`src/rtl/regfile_multiport.sv`:
```
// Parametrised multi-read-port register file for the decode stage.
// Register 0 is hardwired to zero, the single write port has byte-lane
// enables, and a clearing sequencer zeroes every entry after reset before
// ready is raised.
// Optional feature: define REGFILE_BYPASS_EN to forward the write port to
// any read port addressing the same register in the same cycle.
module regfile_multiport #(
  parameter int WIDTH    = 32,
  parameter int DEPTH    = 32,
  parameter int NUM_READ = 2,
  localparam int ADDR_W  = $clog2(DEPTH)
) (
  input  logic                         Clk,
  input  logic                         Rst,
  input  logic [NUM_READ*ADDR_W-1:0]   rr,
  output logic [NUM_READ*WIDTH-1:0]    readData,
  input  logic [ADDR_W-1:0]            wr,
  input  logic [WIDTH-1:0]             writeData,
  input  logic                         writeEN,
  input  logic [WIDTH/8-1:0]           writeBE,
  output logic                         ready
);

  localparam int NUM_BYTES = WIDTH / 8;

  typedef enum logic [0:0] {StClear, StIdle} state_e;

  state_e                 state_q;
  logic [ADDR_W-1:0]      clr_ptr_q;
  logic [WIDTH-1:0]       regs_q [DEPTH];

  logic                   wr_live;

  // A write only takes effect in IDLE and never to the zero register.
  assign wr_live = (state_q == StIdle) && writeEN && (wr != '0);

  // Sequencer, clear pointer, ready flag and register array updates.
  always_ff @(posedge Clk) begin
    if (Rst) begin
      state_q   <= StClear;
      clr_ptr_q <= '0;
      ready     <= 1'b0;
    end else begin
      unique case (state_q)
        StClear: begin
          regs_q[clr_ptr_q] <= '0;
          if (clr_ptr_q == ADDR_W'(DEPTH - 1)) begin
            state_q <= StIdle;
            ready   <= 1'b1;
          end else begin
            clr_ptr_q <= clr_ptr_q + ADDR_W'(1);
          end
        end
        StIdle: begin
          if (wr_live) begin
            for (int b = 0; b < NUM_BYTES; b++) begin
              if (writeBE[b]) begin
                regs_q[wr][8*b +: 8] <= writeData[8*b +: 8];
              end
            end
          end
        end
        default: begin
          state_q <= StClear;
        end
      endcase
    end
  end

  // Combinational read ports; forced to zero while clearing or for address 0.
  always_comb begin
    readData = '0;
    for (int k = 0; k < NUM_READ; k++) begin
      if ((state_q == StIdle) && (rr[k*ADDR_W +: ADDR_W] != '0)) begin
        readData[k*WIDTH +: WIDTH] = regs_q[rr[k*ADDR_W +: ADDR_W]];
`ifdef REGFILE_BYPASS_EN
        // Forward enabled lanes of an in-flight write to a matching port.
        if (wr_live && (rr[k*ADDR_W +: ADDR_W] == wr)) begin
          for (int b = 0; b < NUM_BYTES; b++) begin
            if (writeBE[b]) begin
              readData[k*WIDTH + 8*b +: 8] = writeData[8*b +: 8];
            end
          end
        end
`else
        // No forwarding: a same-cycle read returns the stored value.
`endif
      end
    end
  end

endmodule

```
`config.mk`:
```
export PLATFORM = sky130hd
export DESIGN_NAME = regfile_multiport
export DESIGN_NICKNAME = d
export VERILOG_FILES = /design/src/rtl/regfile_multiport.sv
export SDC_FILE = /design/constraint.sdc
export NUM_CORES = 1
export LEC_CHECK = 0
export CAP_MARGIN = 20
export CORE_MARGIN = 1
export CORE_UTILIZATION = 45
export DETAILED_ROUTE_END_ITERATION = 8
export GPL_TIMING_DRIVEN = 0
export PLACE_DENSITY = 0.71
export SLEW_MARGIN = 15
export SYNTH_ARGS = -nofsm -noshare
export SYNTH_HDL_FRONTEND = slang
export SYNTH_SLANG_ARGS = --single-unit
```
`constraint.sdc`:
```
create_clock -name Clk -period 6.3 [get_ports Clk]
set_clock_uncertainty 0.1 [all_clocks]
set_input_delay 0.945 -clock Clk [delete_from_list [all_inputs] [get_ports Clk]]
set_output_delay 0.945 -clock Clk [all_outputs]
set_load 0.02 [all_outputs]
```
==> flow_summary.toml <==
[pwr]
p_leak_nw = 16.9
swShare_pct = 23.8
clkPwrFrac_pct = 40.9
p_comb_share_pct = 8.2
powerDensity_mw_per_mm2 = 258
internal_power_mw = 11.2
p_seq_share_pct = 50.9
netSwitchingPower_mw = 3.51
vdd_drop_max_mv = 0.206

[logic_synthesis]
synth_area_leader_cell = "edfxtp_1"
avgSynthCellArea_um2 = 19.0
synth_nets = 2641
ys.flop_type = "edfxtp_1"
synth_area_mm2 = 0.0491
synth_area_leaders = "edfxtp_1 63%, mux4_2 20%, mux2i_1 6.4%"
synth_top_area_share_pct = 62.7
synth_mux_area_share_pct = 26.3
synth_xor_area_share_pct = 0.0535
synth_warnings = 0
synth_top_family_by_area = "multiplexers"
syn_inst = 2585
ys_ff_latch = 1031
yosysUniqueCellTypes = 53
synth_fa_ha_area_share_pct = 0.0510
synth_compound_area_share_pct = 4.63
yosys.area_share.simple_pct = 3.57
synth_edf_count = 1024
yosysSeqAreaShare_pct = 62.9
async_reset_ff_share_pct = 0

[sta]
final-setup-viol-count = 10
finalCriticalPeriod_ps = 6520
final.setup.tns_ps = -818
setup_slack_ps = -221
grt_setup_unrepaired = "no"
relSlewSlack_pct = 11.8
hold_violations = 0
finalCritPeriodShare_pct = 104
fmax_ghz = 0.153
worst_pin_slew_ps = 1320
worst_hold_slack_ps = 357
slew_violations = 0

[clock_network]
path_clk_slew_ps = 70
clock-sinks = 1031
cts_buffer_depth = 3
clock_latency_ps = 680
tritoncts = "yes"
cts-root-buf = "clkbuf_16"
numCtsBuffers = 102
htreeDepth = 3
hold_buffers = 0

[routing]
initialDrtViolationCount = 6011
drc = 0
drt_wl_total_um = 180000
post_drt_via_cell_ratio = 7.28
dr.pass1.iters = 6
wl_per_cell_um = 40.8
vias = 32128
final_antenna_net_count = 0

[setup_path]
crit_fanout = 10
crit_slowest_cell = "clkdlybuf4s15_1"
cp_cell_sequence = "clkdlybuf4s50_1, buf_2, buf_2, clkdlybuf4s15_1, mux2i_1, o221ai_1, clkdlybuf4s50_1"
cp.arrival_ps = 5480
critPathBufInv = 5
r2r-end = "regs_q[19][25]$_DFFE_PP_"
crit_family = "buffers and inverters"
critical_path.max_stage_delay_ps = 960
path_class = "in -> out"
r2r_cells = 7
timing.reg2reg.setup_slack_ps = 2350
cp.required_ps = 5250
endpoint_kind = "output port"
r2r-start = "state_q$_SDFF_PP0_"
start_kind = "primary input"

[place]
place_area_mm2 = 0.0536
hpwlAfterDp_um = 129000
place_inst = 4200
gp_congestion = 0.985
io_buffers = 111

[die]
die_y_um = 332
io_pins = 119
fp.dieW_um = 332
core-area_mm2 = 0.108
floorplan.initialDensity_pct = 45.6
dieArea_mm2 = 0.110
rows = 120

[global_routing]
grt_start_max_net_pins = 33
grt_pass1_wl_um = 246000
grt_overflow = 0
antenna_found_initial = 7
track_usage_pct = 32.3
grt_pass1_vias = 31380

[worst_hold_path]
hold_end = "state_q$_SDFF_PP0_"
min_from = "Rst"
hp-class = "in -> reg"
min_path_cells = 2

[final_layout]
fillers = 8186
stdcell_count = 4415
drive_above_1_share_pct = 34.0
post-route-util_pct = 53.1
final_area_mm2 = 0.0572
seq_area_mm2 = 0.0309
fin_nets = 2977
synthToLayoutAreaGrowth_pct = 16.4
multi_input_area_mm2 = 0.0178

[job]
drv_cap = 0

[outcome]
violations = "negative setup slack"
outcome = "finished, violations left"
## synth_stat cells (17+ instances only)
master and number:
edfxtp_1 1024, mux4_2 430, mux2i_1 312, buf_2 110
clkbuf_1 84, nor3_1 63, o221ai_1 57, a22oi_1 46
nand2_1 44, nor4_2 37, and2_1 34, o22a_1 32
a21oi_1 28, nor4_1 28, a211oi_1 21, a2111oi_0 18
a22o_1 18, o22ai_1 18, or2_2 18, buf_4 17
## kinds of logic (layout without fill, tap and decap cells)
logic type | after synthesis | after routing
AOI/OAI and AO/OA | 282 | 282
other | 0 | 5
and+or+nand+nor | 273 | 273
adders and majority gates | 2 | 2
buffers and inverters | 246 | 668
muxes | 748 | 748
xor gates and xnor gates | 3 | 3
DFF | 1031 | 1031
## cell usage in the layout, fill, tap and decap left out, types with 14 or more instances in the layout
cell type        synthesis  final
mux4_2                 430    430
a22oi_1                 46     46
o221ai_1                57     57
buf_6                   14     28
clkinv_2                 0     22
mux2i_1                312    312
clkbuf_16                0    107
nor4_2                  37     27
o22ai_1                 18     18
and2_1                  34     20
nor2_1                  16     14
buf_8                    0     21
nand2_1                 44     44
clkdlybuf4s50_1          0    111
a21oi_1                 28     28
clkbuf_1                84     97
nor3_2                   2     64
a221oi_1                14     14
buf_2                  110    126
a41oi_1                 14     14
o22a_1                  32     32
edfxtp_1              1024   1024
clkinv_1                 0     26
a22o_1                  18     18
and2_2                   0     14
nor4_4                   1     38
or2_2                   18     18
buf_4                   17     87
a211oi_1                21     21
## routing by layer
metal / vias to the layer above / routed length [µm] / global-route usage [%]
li1: 11909 / - / -
met1: 16632 / 62400 / 42.1
met5: - / 172 / 0.868
met4: 6 / 12300 / 18.2
met3: 541 / 26800 / 11.2
met2: 3040 / 78300 / 47.2
## flip-flops by register name, summed over array words and instances (netlist names)
signal     cells
state_q        1
clr_ptr_q      5
regs_q      1024
ready          1
## stage by stage
step,power (mW),worst slack (ps)
CTS,14.7,48.6
finish,14.7,-221
detailed placement,8.79,52.4
global route,15.0,1.30
floorplan,8.28,2510
global placement,8.72,-353
## timing repair
action | in CTS | in global routing
buffers inserted | 0 | 0
endpoints found under the setup margin | 0 | 2
gates resized for setup | 0 | 2
## power groups by stage
stage | Sequential [mW] | Combinational (mW) | Clock [mW]
after floorplan | 7.64 | 0.637 | 0
after global placement | 7.65 | 1.08 | 0
after detailed placement | 7.65 | 1.14 | 0
after CTS | 7.50 | 1.15 | 6.00
after global routing | 7.51 | 1.20 | 6.25
final | 7.51 | 1.20 | 6.03
## layout make-up
class | count | share of cell area [%]
sequential | 1031 | 54.0
multi-input combinational | 1308 | 31.1
clock buffer | 124 | 4.80
timing repair buffer | 232 | 3.88
tap | 1403 | 3.07
buffer | 239 | 2.13
clock inverter | 66 | 0.871
inverter | 7 | 0.0460
antenna | 5 | 0.0219
## worst max path at each step
stage	startpoint	endpoint	depth (start not counted)
6_report	rr[6]	readData[50]	7
3_5_place_dp	rr[6]	readData[50]	7
3_3_place_gp	rr[3]	readData[12]	8
5_1_grt	rr[6]	readData[49]	7
2_1_floorplan	rr[2]	readData[19]	7
4_1_cts	rr[6]	readData[50]	7
Power figures use the tool's default switching activity.
